--- config.mk ---
export PLATFORM = sky130hd
export DESIGN_NAME = uart_tx
export DESIGN_NICKNAME = d
export VERILOG_FILES = /design/src/rtl/uart_pkg.sv /design/src/rtl/uart_tx_fifo.sv /design/src/rtl/uart_tx.sv
export SDC_FILE = /design/constraint.sdc
export NUM_CORES = 1
export LEC_CHECK = 0
export CAP_MARGIN = 10
export CORE_MARGIN = 5
export CORE_UTILIZATION = 45
export CTS_CLUSTER_DIAMETER = 150
export CTS_CLUSTER_SIZE = 28
export DETAILED_ROUTE_END_ITERATION = 7
export PLACE_DENSITY = 0.72
export SLEW_MARGIN = 10
export SYNTH_ARGS = -nofsm -noshare
export SYNTH_HDL_FRONTEND = slang
export SYNTH_HIERARCHICAL = 1
export SYNTH_SLANG_ARGS = --single-unit
--- constraint.sdc ---
create_clock -name clk -period 3.3 [get_ports clk]
set_input_delay 0.66 -clock clk [delete_from_list [all_inputs] [get_ports clk]]
set_output_delay 0.66 -clock clk [all_outputs]
set_load 0.005 [all_outputs]
--- src/rtl/uart_pkg.sv ---
// uart_pkg -- shared definitions for the UART transmit path.
//   DATA_BITS      : payload bits per frame (8N1 framing)
//   DEFAULT_BAUDS  : default clk cycles per bit period
//   DEFAULT_DEPTH  : default transmit FIFO depth in bytes
//   tx_state_e     : transmitter FSM state encoding
package uart_pkg;

    localparam int DATA_BITS     = 8;
    localparam int DEFAULT_BAUDS = 104;
    localparam int DEFAULT_DEPTH = 16;

    typedef enum logic [1:0] {
        ST_IDLE  = 2'd0,
        ST_START = 2'd1,
        ST_DATA  = 2'd2,
        ST_STOP  = 2'd3
    } tx_state_e;

endpackage

--- src/rtl/uart_tx_fifo.sv ---
// uart_tx_fifo -- synchronous single-clock byte FIFO feeding the transmitter.
//   clk, rst   : clock and synchronous active-high reset
//   wr_i       : write request; accepted only while not full
//   wr_data_i  : byte to store
//   rd_i       : pop request; honoured only while not empty
//   rd_data_o  : head-of-queue byte (valid while not empty)
//   full_o     : registered, count == DEPTH after the current edge
//   empty_o    : registered, count == 0 after the current edge
//   count_o    : number of stored bytes
module uart_tx_fifo
    import uart_pkg::*;
#(
    parameter  int DEPTH = DEFAULT_DEPTH,
    localparam int AW    = $clog2(DEPTH),
    localparam int CW    = AW + 1
) (
    input  logic                 clk,
    input  logic                 rst,
    input  logic                 wr_i,
    input  logic [DATA_BITS-1:0] wr_data_i,
    input  logic                 rd_i,
    output logic [DATA_BITS-1:0] rd_data_o,
    output logic                 full_o,
    output logic                 empty_o,
    output logic [CW-1:0]        count_o
);

    localparam logic [CW-1:0] FULL_CNT = CW'(DEPTH);

    logic [DATA_BITS-1:0] mem_q [DEPTH];
    logic [AW-1:0]        wr_ptr_q, wr_ptr_d;
    logic [AW-1:0]        rd_ptr_q, rd_ptr_d;
    logic [CW-1:0]        count_q, count_d;
    logic                 full_q, empty_q;
    logic                 wr_acc_s, rd_acc_s;

    // Accept/pop qualification and next-state pointers and count.
    // A write while full is dropped even if a pop frees a slot this cycle.
    always_comb begin
        wr_acc_s = wr_i && !full_q;
        rd_acc_s = rd_i && !empty_q;
        wr_ptr_d = wr_ptr_q;
        rd_ptr_d = rd_ptr_q;
        count_d  = count_q;
        if (wr_acc_s) begin
            wr_ptr_d = wr_ptr_q + AW'(1);
        end else begin
            wr_ptr_d = wr_ptr_q;
        end
        if (rd_acc_s) begin
            rd_ptr_d = rd_ptr_q + AW'(1);
        end else begin
            rd_ptr_d = rd_ptr_q;
        end
        case ({wr_acc_s, rd_acc_s})
            2'b10:   count_d = count_q + CW'(1);
            2'b01:   count_d = count_q - CW'(1);
            default: count_d = count_q;
        endcase
    end

    // Pointer, count and flag registers; flags follow the post-edge count.
    always_ff @(posedge clk) begin
        if (rst) begin
            wr_ptr_q <= '0;
            rd_ptr_q <= '0;
            count_q  <= '0;
            full_q   <= 1'b0;
            empty_q  <= 1'b1;
        end else begin
            wr_ptr_q <= wr_ptr_d;
            rd_ptr_q <= rd_ptr_d;
            count_q  <= count_d;
            full_q   <= (count_d == FULL_CNT);
            empty_q  <= (count_d == '0);
        end
    end

    // Storage array; writes are blocked while reset is asserted.
    always_ff @(posedge clk) begin
        if (!rst && wr_acc_s) begin
            mem_q[wr_ptr_q] <= wr_data_i;
        end
    end

    assign rd_data_o = mem_q[rd_ptr_q];
    assign full_o    = full_q;
    assign empty_o   = empty_q;
    assign count_o   = count_q;

endmodule

--- src/rtl/uart_tx.sv ---
// uart_tx -- FIFO-buffered 8N1 UART transmitter.
//   clk      : sole clock
//   rst      : synchronous active-high reset; aborts any frame, flushes FIFO
//   I_DATA   : byte to enqueue
//   WR       : write strobe, one byte per cycle while not full
//   Tx       : serial line, idle high, driven from a flop
//   clk_Tx   : one-cycle tick on the last cycle of every bit period
//   Tx_FULL  : FIFO holds DEPTH bytes
//   Tx_EMPTY : FIFO holds no bytes (shift register not counted)
//   Tx_BUSY  : a frame is in progress
module uart_tx
    import uart_pkg::*;
#(
    parameter int BAUDS = DEFAULT_BAUDS,
    parameter int DEPTH = DEFAULT_DEPTH
) (
    input  logic                 clk,
    input  logic                 rst,
    input  logic [DATA_BITS-1:0] I_DATA,
    input  logic                 WR,
    output logic                 Tx,
    output logic                 clk_Tx,
    output logic                 Tx_FULL,
    output logic                 Tx_EMPTY,
    output logic                 Tx_BUSY
);

    localparam int BW = $clog2(BAUDS);
    localparam int IW = $clog2(DATA_BITS);
    localparam int CW = $clog2(DEPTH) + 1;

    localparam logic [BW-1:0] BAUD_LAST   = BW'(BAUDS - 1);
    localparam logic [BW-1:0] BAUD_PENULT = BW'(BAUDS - 2);
    localparam logic [IW-1:0] LAST_BIT    = IW'(DATA_BITS - 1);

    tx_state_e            state_q;
    logic [BW-1:0]        baud_cnt_q;
    logic [IW-1:0]        bit_idx_q;
    logic [DATA_BITS-1:0] shift_q;
    logic                 tx_q, clk_tx_q, busy_q;

    logic [DATA_BITS-1:0] fifo_rdata_s;
    logic [CW-1:0]        fifo_count_s;
    logic                 fifo_full_s, fifo_empty_s;
    logic                 have_byte_s, baud_end_s, pop_s;

    uart_tx_fifo #(.DEPTH(DEPTH)) u_fifo (
        .clk       (clk),
        .rst       (rst),
        .wr_i      (WR),
        .wr_data_i (I_DATA),
        .rd_i      (pop_s),
        .rd_data_o (fifo_rdata_s),
        .full_o    (fifo_full_s),
        .empty_o   (fifo_empty_s),
        .count_o   (fifo_count_s)
    );

    assign have_byte_s = (fifo_count_s != '0);
    assign baud_end_s  = (baud_cnt_q == BAUD_LAST);

    // Pop the FIFO head when leaving IDLE or chaining straight from STOP.
    always_comb begin
        pop_s = 1'b0;
        case (state_q)
            ST_IDLE: pop_s = have_byte_s;
            ST_STOP: pop_s = baud_end_s && have_byte_s;
            default: pop_s = 1'b0;
        endcase
    end

    // Transmit FSM with registered line, tick and busy outputs.
    // clk_tx_q is set one cycle ahead so it is high exactly while the
    // counter sits at BAUDS-1 in a non-IDLE state.
    always_ff @(posedge clk) begin
        if (rst) begin
            state_q    <= ST_IDLE;
            baud_cnt_q <= '0;
            bit_idx_q  <= '0;
            shift_q    <= '0;
            tx_q       <= 1'b1;
            clk_tx_q   <= 1'b0;
            busy_q     <= 1'b0;
        end else begin
            case (state_q)
                ST_IDLE: begin
                    baud_cnt_q <= '0;
                    bit_idx_q  <= '0;
                    clk_tx_q   <= 1'b0;
                    if (have_byte_s) begin
                        state_q <= ST_START;
                        shift_q <= fifo_rdata_s;
                        tx_q    <= 1'b0;
                        busy_q  <= 1'b1;
                    end else begin
                        tx_q    <= 1'b1;
                        busy_q  <= 1'b0;
                    end
                end
                ST_START: begin
                    if (baud_end_s) begin
                        state_q    <= ST_DATA;
                        baud_cnt_q <= '0;
                        tx_q       <= shift_q[0];
                        clk_tx_q   <= 1'b0;
                    end else begin
                        baud_cnt_q <= baud_cnt_q + BW'(1);
                        clk_tx_q   <= (baud_cnt_q == BAUD_PENULT);
                    end
                end
                ST_DATA: begin
                    if (baud_end_s) begin
                        baud_cnt_q <= '0;
                        clk_tx_q   <= 1'b0;
                        if (bit_idx_q == LAST_BIT) begin
                            state_q <= ST_STOP;
                            tx_q    <= 1'b1;
                        end else begin
                            bit_idx_q <= bit_idx_q + IW'(1);
                            shift_q   <= shift_q >> 1;
                            tx_q      <= shift_q[1];
                        end
                    end else begin
                        baud_cnt_q <= baud_cnt_q + BW'(1);
                        clk_tx_q   <= (baud_cnt_q == BAUD_PENULT);
                    end
                end
                ST_STOP: begin
                    if (baud_end_s) begin
                        baud_cnt_q <= '0;
                        bit_idx_q  <= '0;
                        clk_tx_q   <= 1'b0;
                        if (have_byte_s) begin
                            state_q <= ST_START;
                            shift_q <= fifo_rdata_s;
                            tx_q    <= 1'b0;
                            busy_q  <= 1'b1;
                        end else begin
                            state_q <= ST_IDLE;
                            tx_q    <= 1'b1;
                            busy_q  <= 1'b0;
                        end
                    end else begin
                        baud_cnt_q <= baud_cnt_q + BW'(1);
                        clk_tx_q   <= (baud_cnt_q == BAUD_PENULT);
                    end
                end
                default: begin
                    state_q    <= ST_IDLE;
                    baud_cnt_q <= '0;
                    bit_idx_q  <= '0;
                    tx_q       <= 1'b1;
                    clk_tx_q   <= 1'b0;
                    busy_q     <= 1'b0;
                end
            endcase
        end
    end

    assign Tx       = tx_q;
    assign clk_Tx   = clk_tx_q;
    assign Tx_BUSY  = busy_q;
    assign Tx_FULL  = fifo_full_s;
    assign Tx_EMPTY = fifo_empty_s;

endmodule
### Word-level counts from Yosys, hierarchy flattened

Memory sizes are Yosys's and may differ from the RTL's. A register that Yosys moved wholly into a read port is not among the register bits.
Index checks and enable logic that the tools add are counted.

| word-level totals | value |
|---|---|
| flip-flop bits (word level) | 38 |
| RAM bits | 128 |
| bits of input ports | 11 |
| output and inout bits | 5 |
| logic and storage cells | 86 |
| memories kept | 1 |

| cells by class | value |
|---|---|
| add/sub/neg operators | 6 |
| equal/unequal tests | 15 |
| mux-type cells | 35 |
| reduce and logical (&&, ||, !) cells | 17 |

Memories:

| name | depth | width | rd ports | clocked after memory_dff | wr ports | RTL line | text |
|---|---|---|---|---|---|---|---|
| u_fifo.mem_q | 16 | 8 | 1 | 1 | 1 | uart_tx_fifo.sv:30 | `logic [DATA_BITS-1:0] mem_q [DEPTH];` |

Operators by type and width:

| operator | number |
|---|---|
| $mux W8 | 4 |
| $pmux W8 S3 | 1 |
| $eq A7 B7 Y1 const B | 2 |
| $pmux W7 S2 | 1 |
| $ne A2 B2 Y1 const B | 6 |
| $mux W1 | 11 |
| $mux W2 | 5 |
| $pmux W5 S2 | 1 |
| $mux W3 | 3 |
| $pmux W3 S3 | 1 |
| $add A4 B1 Y4 const B | 2 |
| $mux W4 | 2 |
| $pmux W2 S4 | 1 |
| $add A7 B1 Y7 const B | 1 |
| $mux W7 | 1 |
| $eq A2 B2 Y1 const B | 3 |
| $pmux W1 S2 | 3 |
| $add A5 B1 Y5 const B | 1 |
| $eq A5 B5 Y1 const B | 1 |
| $logic_not A5 Y1 | 1 |
| $reduce_and A5 Y1 | 1 |
| $reduce_bool A5 Y1 | 1 |
| $sub A5 B1 Y5 const B | 1 |
| $eq A2 B1 Y1 const B | 2 |
| 12 further kinds | 17 |

### Depth between registers and ports, before layout

Gate-level depths: netlist (run 1).

| logic depth | value |
|---|---|
| depth after elaboration | 7 |
| gate-level depth with buffers | 15 |
| mapped depth without buffers | 14 |

### Modules after synthesis

Netlist (run 1), hierarchy kept.

By module, submodules not included:

| module | times used | cells an instance | area an instance (µm²) | sequential area each (µm²) |
|---|---|---|---|---|
| uart_tx_fifo | 1 | 297 | 5,906.9 | 4,224.1 |
| uart_tx | 1 | 133 | 1,303.8 | 460.4 |

### Worst setup path after synthesis (run 1)

OpenSTA, ideal clock, no wires.

| path | value |
|---|---|
| path type | reg-to-reg |
| start point | reg baud_cnt_q[0] |
| end point | reg u_fifo.full_q (netlist: u_fifo/full_o) |
| setup time | 0.091 ns |
| arrival | 2.870 ns |
| slack | 0.338 ns |
| cell stages (with the launch flop) | 16 |
| clock period less this slack | 2.962 ns |
| cells stage by stage | dfxtp_1 > ha_1 > nand2_1 > nor2_1 > a21oi_1 > nor3_1 > nor2b_1 > clkbuf_1 > ha_1 > xor2_1 > ha_1 > a21oi_1 > xnor2_1 > nor2_1 > mux2i_1 > nor4bb_1 |

| between the ends | value |
|---|---|
| word-level cells in the longest chain between the ends | 7 |
| elaborated cells between the ends (all ways) | 8 |
| classes of those cells | 4 x eq/ne; 2 x mux; 2 x reduce/logical |

Ends and longest elaborated chain:

| item | RTL line | text |
|---|---|---|
| start: declaration | uart_tx.sv:37 | `logic [BW-1:0] baud_cnt_q;` |
| start signal: assignment | uart_tx.sv:107 | `baud_cnt_q <= baud_cnt_q + BW'(1);` |
| start signal: assignment | uart_tx.sv:124 | `baud_cnt_q <= baud_cnt_q + BW'(1);` |
| start signal: assignment | uart_tx.sv:144 | `baud_cnt_q <= baud_cnt_q + BW'(1);` |
| $eq A7 B7 Y1 * | uart_tx.sv:60 | `assign baud_end_s = (baud_cnt_q == BAUD_LAST);` |
| $logic_and A1 B1 Y1 * | uart_tx.sv:67 | `ST_STOP: pop_s = baud_end_s && have_byte_s;` |
| $pmux W1 S2 * | uart_tx.sv:65 | `case (state_q)` |
| named net pop_s | uart_tx.sv:45 | `logic have_byte_s, baud_end_s, pop_s;` |
| $logic_and A1 B1 Y1 * | uart_tx_fifo.sv:41 | `rd_acc_s = rd_i && !empty_q;` |
| $eq A2 B1 Y1 / $eq A2 B2 Y1 (equally long branches) | uart_tx_fifo.sv:55 | `case ({wr_acc_s, rd_acc_s})` |
| $pmux W5 S2 * | uart_tx_fifo.sv:55 |  |
| $eq A5 B5 Y1 * | uart_tx_fifo.sv:74 | `full_q <= (count_d == FULL_CNT);` |
| end signal: assignment | uart_tx_fifo.sv:74 |  |
| end: declaration | uart_tx_fifo.sv:34 | `logic full_q, empty_q;` |

The timed path passes the listed nets; every way through them passes the cells marked *.
A chain may end at the register's enable or synchronous reset.

### Worst setup path after layout (run 1)

Ends and elaborated chain as after synthesis.

==> results of run 1 <==
state kept, by name (all words and copies together) (netlist names), named ones only:
signal and cells:
clk_Tx 1, Tx_BUSY 1, state_q 2, Tx 1, u_fifo/mem_q 128, u_fifo/rd_ptr_q 4
u_fifo/full_o 1, u_fifo/wr_ptr_q 4, u_fifo/empty_o 1, u_fifo/count_o 5, baud_cnt_q 7, bit_idx_q 3
shift_q 8
cell usage in the layout (no fill, tap or decap), types with 9 or more instances in the layout:
cell / netlist / routed
nor2_1: 44 / 42
clkdlybuf4s50_1: 0 / 15
clkbuf_16: 0 / 17
a211oi_1: 9 / 9
ha_1: 17 / 16
a211oi_2: 9 / 9
inv_1: 13 / 13
xor2_1: 9 / 9
nand2_1: 16 / 15
dfxtp_1: 42 / 41
mux2i_1: 10 / 10
edfxtp_1: 128 / 128
buf_4: 1 / 16
mux4_2: 16 / 16
mux4_1: 24 / 24
worst max-delay path, cell delays in order, from the launching register on:
cell	delay, ns
dfxtp_1	0.37
ha_1	0.23
nand2_2	0.14
nor2_4	0.14
a21oi_1	0.08
nor3_1	0.16
nor2b_1	0.22
ha_2	0.28
xor2_1	0.09
ha_1	0.22
a21oi_1	0.20
xnor2_1	0.10
nor2_2	0.14
mux2i_1	0.23
nor4bb_2	0.30
kinds of logic (layout without fill, tap and decap cells):
group,Yosys count,in the layout,share of synthesized area [%]
buffers and inverters,31,77,2.429
adder cells (fa/ha/maj),17,17,2.950
AO/OA/AOI/OAI,48,48,5.518
AND/OR/NAND/NOR,99,99,7.184
flip-flops,170,170,64.97
other,0,1,0
multiplexers,50,50,15.13
XOR/XNOR,15,15,1.822
cell type report:
cell class | count | area [µm²] | area share (%)
Inverter | 13 | 48.80 | 0.5903
Antenna cell | 1 | 2.502 | 0.03027
Timing Repair Buffer | 32 | 290.3 | 3.511
Tap cell | 216 | 270.3 | 3.269
Clock buffer | 17 | 425.4 | 5.146
Sequential cell | 170 | 4686 | 56.68
Multi-Input combinational cell | 229 | 2372 | 28.70
Clock inverter | 15 | 171.4 | 2.074
path summary, 6_finish.rpt:
kind,from,to,slack (ns),depth (start not counted)
worst max register to register,baud_cnt_q[0],u_fifo/full_o,0.29,14
worst min-delay path,baud_cnt_q[0],baud_cnt_q[0],0.47,1
worst max-delay path,baud_cnt_q[0],u_fifo/full_o,0.29,14
worst min register to register,baud_cnt_q[0],baud_cnt_q[0],0.47,1
what timing repair did:
item | in CTS | in global routing
resized for setup | 0 | 6
hold buffers | 0 | 0
setup endpoints to repair | 0 | 3
endpoints found under the hold margin | 0 | 0
metal layers:
| layer | GRT usage, % | up-vias |
|---|---|---|
| met1 | 19.35 | 1917 |
| met3 | 3.713 | 19 |
| met5 | 0 | - |
| met2 | 23.17 | 76 |
| li1 | - | 1776 |
| met4 | 5.095 | 0 |
power breakdown:
group	total, W	switching (W)	internal (W)
Combinational	0.00136	0.000677	0.000679
Clock	0.00197	0.000885	0.00108
Sequential	0.00255	0.000135	0.00242
stage by stage:
stage | setup slack [ns] | power (W) | std cells
floorplan | 0.3384 | 0.003665 | 430
global placement | 0.2710 | 0.003894 | 660
detailed placement | 0.1358 | 0.003942 | 660
CTS | 0.09185 | 0.005920 | 692
global route | 0.02036 | 0.006171 | 692
finish | 0.2924 | 0.005872 | 693
==> impl_metrics.yaml, run 1 <==
clock_network:
  cts-root-buf: "clkbuf_16"
  clk_path_buf_depth: 2
  clock-sinks: 170
  h-tree-depth: 4
  clkSlewWorstSetupHoldPaths_ns: 0.07
  cts_setup_buffers: 0
  cts_buffers: 17
  clk_latency_ns: 0.42
  cts_tree: "built"
synth:
  synth_seq_cells: 170
  synth_top_area_cell: "edfxtp_1"
  syn_avg_cell_area_um2: 16.77
  synth-edff-count: 128
  syn_area_mm2: 0.007211
  yosys-top-cells-count: "128 x edfxtp_1, 44 x nor2_1, 42 x dfxtp_1, 24 x mux4_1, 17 x ha_1"
  synth_cells: 430
  ys_seq_area_share_pct: 64.97
  syn_nets: 458
  ys_dominant_reg_cell: "edfxtp_1"
  ys_top_cells_by_area: "edfxtp_1 53%, dfxtp_1 12%, mux4_1 8.7%, mux4_2 5.0%, ha_1 2.9%"
  yosysWarningCount: 6
  synth.most_common_cell: "edfxtp_1"
  async_flop_share_pct: 0
  synth_top_area_share_pct: 53.31
  netlist-cell-type-count: 55
drt:
  finalWirelength_mm: 12.41
  viasPerCell: 5.466
  drtAntennaViolNets: 0
  avgRoutedWirePerCell_um: 17.91
  maxUsedRoutingLayer: "met4"
  route.vias.total: 3788
  wl_met3_um: 450
  drtIter0Drc: 301
  routed-wl-met2_mm: 6.195
  met1Wirelength_mm: 5.583
  drt_pre_antenna_iters: 4
  drc: 0
sta:
  skew_ns: 0.01052
  rsz0062_at_grt: "no"
  hold_viol: 0
  slew_violations: 0
  period_needed_ns: 3.008
  fin_crit_sh_pct: 91.14
  fmax_ghz: 0.3325
  tightestPinTransition_ns: 0.7930
  hold_slack_ns: 0.4674
  setup-violations-final: 0
  slew_headroom_pct: 46.78
  final.setup.tns_ns: 0
floorplan:
  coreArea_mm2: 0.01583
  die_w_um: 136.6
  fp-row-count: 46
  start_util_pct: 45.56
  die_y_um: 136.6
  dieArea_mm2: 0.01866
  pin_count: 16
place:
  gp_congestion: 0.7936
  io_buffers: 15
  dpl_cell_area_mm2: 0.007646
  dp_hpwl_mm: 8.369
critical_path:
  path_max_fanout: 7
  arrival_ns: 3.34
  end_kind: "register"
  crit_required_ns: 3.63
  path_class: "reg2reg"
  worst_setup_path_start_kind: "register"
global_routing:
  grt_pass1_wl_mm: 20.32
  grt_pass1_vias: 3793
  grt_max_degree: 33
  grt_antenna_before_repair: 0
  grt_usage_pct: 14.50
  grt_remaining_overflow: 0
worst_hold_path:
  min_path_type: "reg2reg"
power:
  power_leakage_nw: 2.691
  vdd_drop_max_uv: 434.4
  powerDensity_mw_per_mm2: 710.3
layout:
  post-route-util_pct: 52.23
  final_cell_area_mm2: 0.008267
  area_delta_synth_final_pct: 14.65
  post_route_cells_drive_above_1_share_pct: 18.28
  nNetsFinal: 491
  fill_cells: 1241
run_status:
  status: "finished clean"
run:
  maxCapViolCount: 0
No activity file was read; power rests on OpenSTA's default activity.
==> inputs of run 2 (changes only) <==
--- a/config.mk
+++ b/config.mk
@@ -7,11 +7,11 @@
 export LEC_CHECK = 0
 export CAP_MARGIN = 10
 export CORE_MARGIN = 5
-export CORE_UTILIZATION = 45
+export CORE_UTILIZATION = 61
 export CTS_CLUSTER_DIAMETER = 150
 export CTS_CLUSTER_SIZE = 28
 export DETAILED_ROUTE_END_ITERATION = 7
-export PLACE_DENSITY = 0.72
+export PLACE_DENSITY = 0.9
 export SLEW_MARGIN = 10
 export SYNTH_ARGS = -nofsm -noshare
 export SYNTH_HDL_FRONTEND = slang
==> run 2 against run 1 <==
Compared with the run above: maximum frequency down 5.0%; die area decreased by 24%; sequential share of layout area rose by 0.35 points; largest cell class unchanged; count of clock-buffer cells in the layout grew 1; critical endpoint unchanged; final cell count fell by 11%; non-clock buffer count fell by 5.
==> impl_metrics.yaml, run 2 (synthesis gave the netlist of run 1 again) <==
sta:
  fin_crit_sh_pct: 95.93
  hold_slack_ns: 0.4748
  fmax_ghz: 0.3159
  slew_headroom_pct: 40.66
  slew_violations: 0
  period_needed_ns: 3.166
  rsz0062_at_grt: "no"
  skew_ns: 0.01079
  setup-violations-final: 0
  hold_viol: 0
  tightestPinTransition_ns: 0.8869
drt:
  drtIter0Drc: 361
  drtAntennaViolNets: 0
  route.vias.total: 3979
  drc: 0
  viasPerCell: 6.480
  finalWirelength_mm: 15.41
  avgRoutedWirePerCell_um: 25.10
  drt_pre_antenna_iters: 5
power:
  powerDensity_mw_per_mm2: 762.7
  power_leakage_nw: 2.709
  vdd_drop_max_uv: 700.3
layout:
  nNetsFinal: 486
  fill_cells: 662
  largest_register: "u_fifo/mem_q"
  largest_reg_flops: 128
  post-route-util_pct: 71.35
  final_cell_area_mm2: 0.008217
  layout_commonest_cell: "edfxtp_1"
  post_route_cells_drive_above_1_share_pct: 18.72
  reg_top3: "u_fifo/mem_q (128), shift_q (8), baud_cnt_q (7)"
  area_delta_synth_final_pct: 13.95
  final_cell_mix: "128 x edfxtp_1, 42 x nor2_1, 41 x dfxtp_1, 24 x mux4_1, 17 x clkbuf_16"
critical_path:
  worst_setup_path_start_kind: "register"
  cp_slowest_cell: "ha_1"
  arrival_ns: 3.49
  slowest_delay_ns: 0.40
  path_max_fanout: 7
  path_class: "reg2reg"
  rrSetupSlack_ns: 0.13
  worstPathCellList: "inv_1 -> ha_1 -> nor3_2 -> nor2b_4 -> buf_4 -> ha_2 -> and3b_1 -> a211oi_2 -> a21oi_1 -> o22ai_1 -> nor4bb_4"
  crit_required_ns: 3.63
  end_kind: "register"
global_routing:
  use_met3_pct: 5.731
  grt_max_degree: 36
  grt_antenna_before_repair: 0
  grt_remaining_overflow: 0
  grt_pass1_wl_mm: 23.25
  use_met2_pct: 40.46
  grt_usage_pct: 22.25
  use_met1_pct: 25.40
  grt_pass1_vias: 4124
  top_usage_layer: "met2"
clock_network:
  ctsHoldBuffers: 0
  clk_path_buf_depth: 2
  h-tree-depth: 4
  clkSlewWorstSetupHoldPaths_ns: 0.07
  cts_tree: "built"
  clk_latency_ns: 0.43
  cts_buffers: 17
  cts_setup_buffers: 0
  cts-root-buf: "clkbuf_16"
  clock-sinks: 170
place:
  dpl_cell_area_mm2: 0.007517
  io_buffers: 15
  dp_hpwl_mm: 9.427
  gp_congestion: 0.8087
floorplan:
  start_util_pct: 62.61
  dieArea_mm2: 0.01410
  die_y_um: 118.7
  fp-row-count: 39
  die_w_um: 118.7
  pin_count: 16
  coreArea_mm2: 0.01152
worst_hold_path:
  min_path_type: "reg2reg"
run:
  maxCapViolCount: 0
run_status:
  status: "finished clean"
run 2: cell count changes in the layout (fill, tap and decap cells not counted), sizes merged:
| cell | previous run | this run |
|---|---|---|
| clkinv | 3 | 4 |
| clkbuf | 17 | 18 |
| buf | 17 | 12 |
| bufinv | 1 | 5 |
| inv | 21 | 17 |
| clkinvlp | 3 | 0 |
run 2: worst paths after layout:
check | from | end | cells past startpoint
worst max-delay path | state_q[0] | u_fifo/full_o | 11
worst min-delay path | baud_cnt_q[0] | baud_cnt_q[0] | 1
worst max register to register | state_q[0] | u_fifo/full_o | 11
worst min register to register | baud_cnt_q[0] | baud_cnt_q[0] | 1
run 2: worst max-delay path: cells and delay by family (launching register included):
kind | cells | cell delay, ns
simple gates | 4 | 1.03
flops | 1 | 0.39
buf+inv | 2 | 0.30
fa+ha+maj | 2 | 0.66
compound gates | 3 | 0.67
run 2: what timing repair did:
item,in CTS,in global routing
pin swaps,0,2
endpoints found under the setup margin,1,3
resized for setup,5,9
run 2: stage by stage:
| stage | worst slack (ns) | instances | TNS [ns] | power, W |
|---|---|---|---|---|
| 6_report | 0.1343 | 614 | 0 | 0.006267 |
| 3_3_place_gp | 0.2766 | 582 | 0 | 0.003877 |
| 4_1_cts | 0.03827 | 613 | 0 | 0.006184 |
| 2_1_floorplan | 0.3384 | 430 | 0 | 0.003665 |
| 3_5_place_dp | -0.01205 | 582 | -0.01205 | 0.003965 |
| 5_1_grt | 0.01113 | 613 | 0 | 0.006488 |
run 2: power by group:
part           switching, W  leakage, nW  internal (W)  total, W
Clock              0.000836        0.317       0.00135   0.00219
Sequential         0.000162         1.50       0.00242   0.00258
Combinational      0.000782        0.896      0.000717   0.00150
run 2: final cells by class:
type,count,area (µm²),share of cell area (%)
Tap cell,143,178.9,2.178
Sequential cell,170,4686,57.03
Inverter,13,48.80,0.5939
Clock inverter,13,215.2,2.619
Antenna cell,1,2.502,0.03046
Timing Repair Buffer,27,252.7,3.076
Multi-Input combinational cell,229,2404,29.25
Clock buffer,18,429.2,5.223
run 2: routing by layer:
metal,vias up,wire (µm),share of wire [%]
li1,1763,-,-
met1,2046,5754,37
met2,142,8500,55
met3,28,767,5.0
met4,0,389,2.5
met5,-,0,0
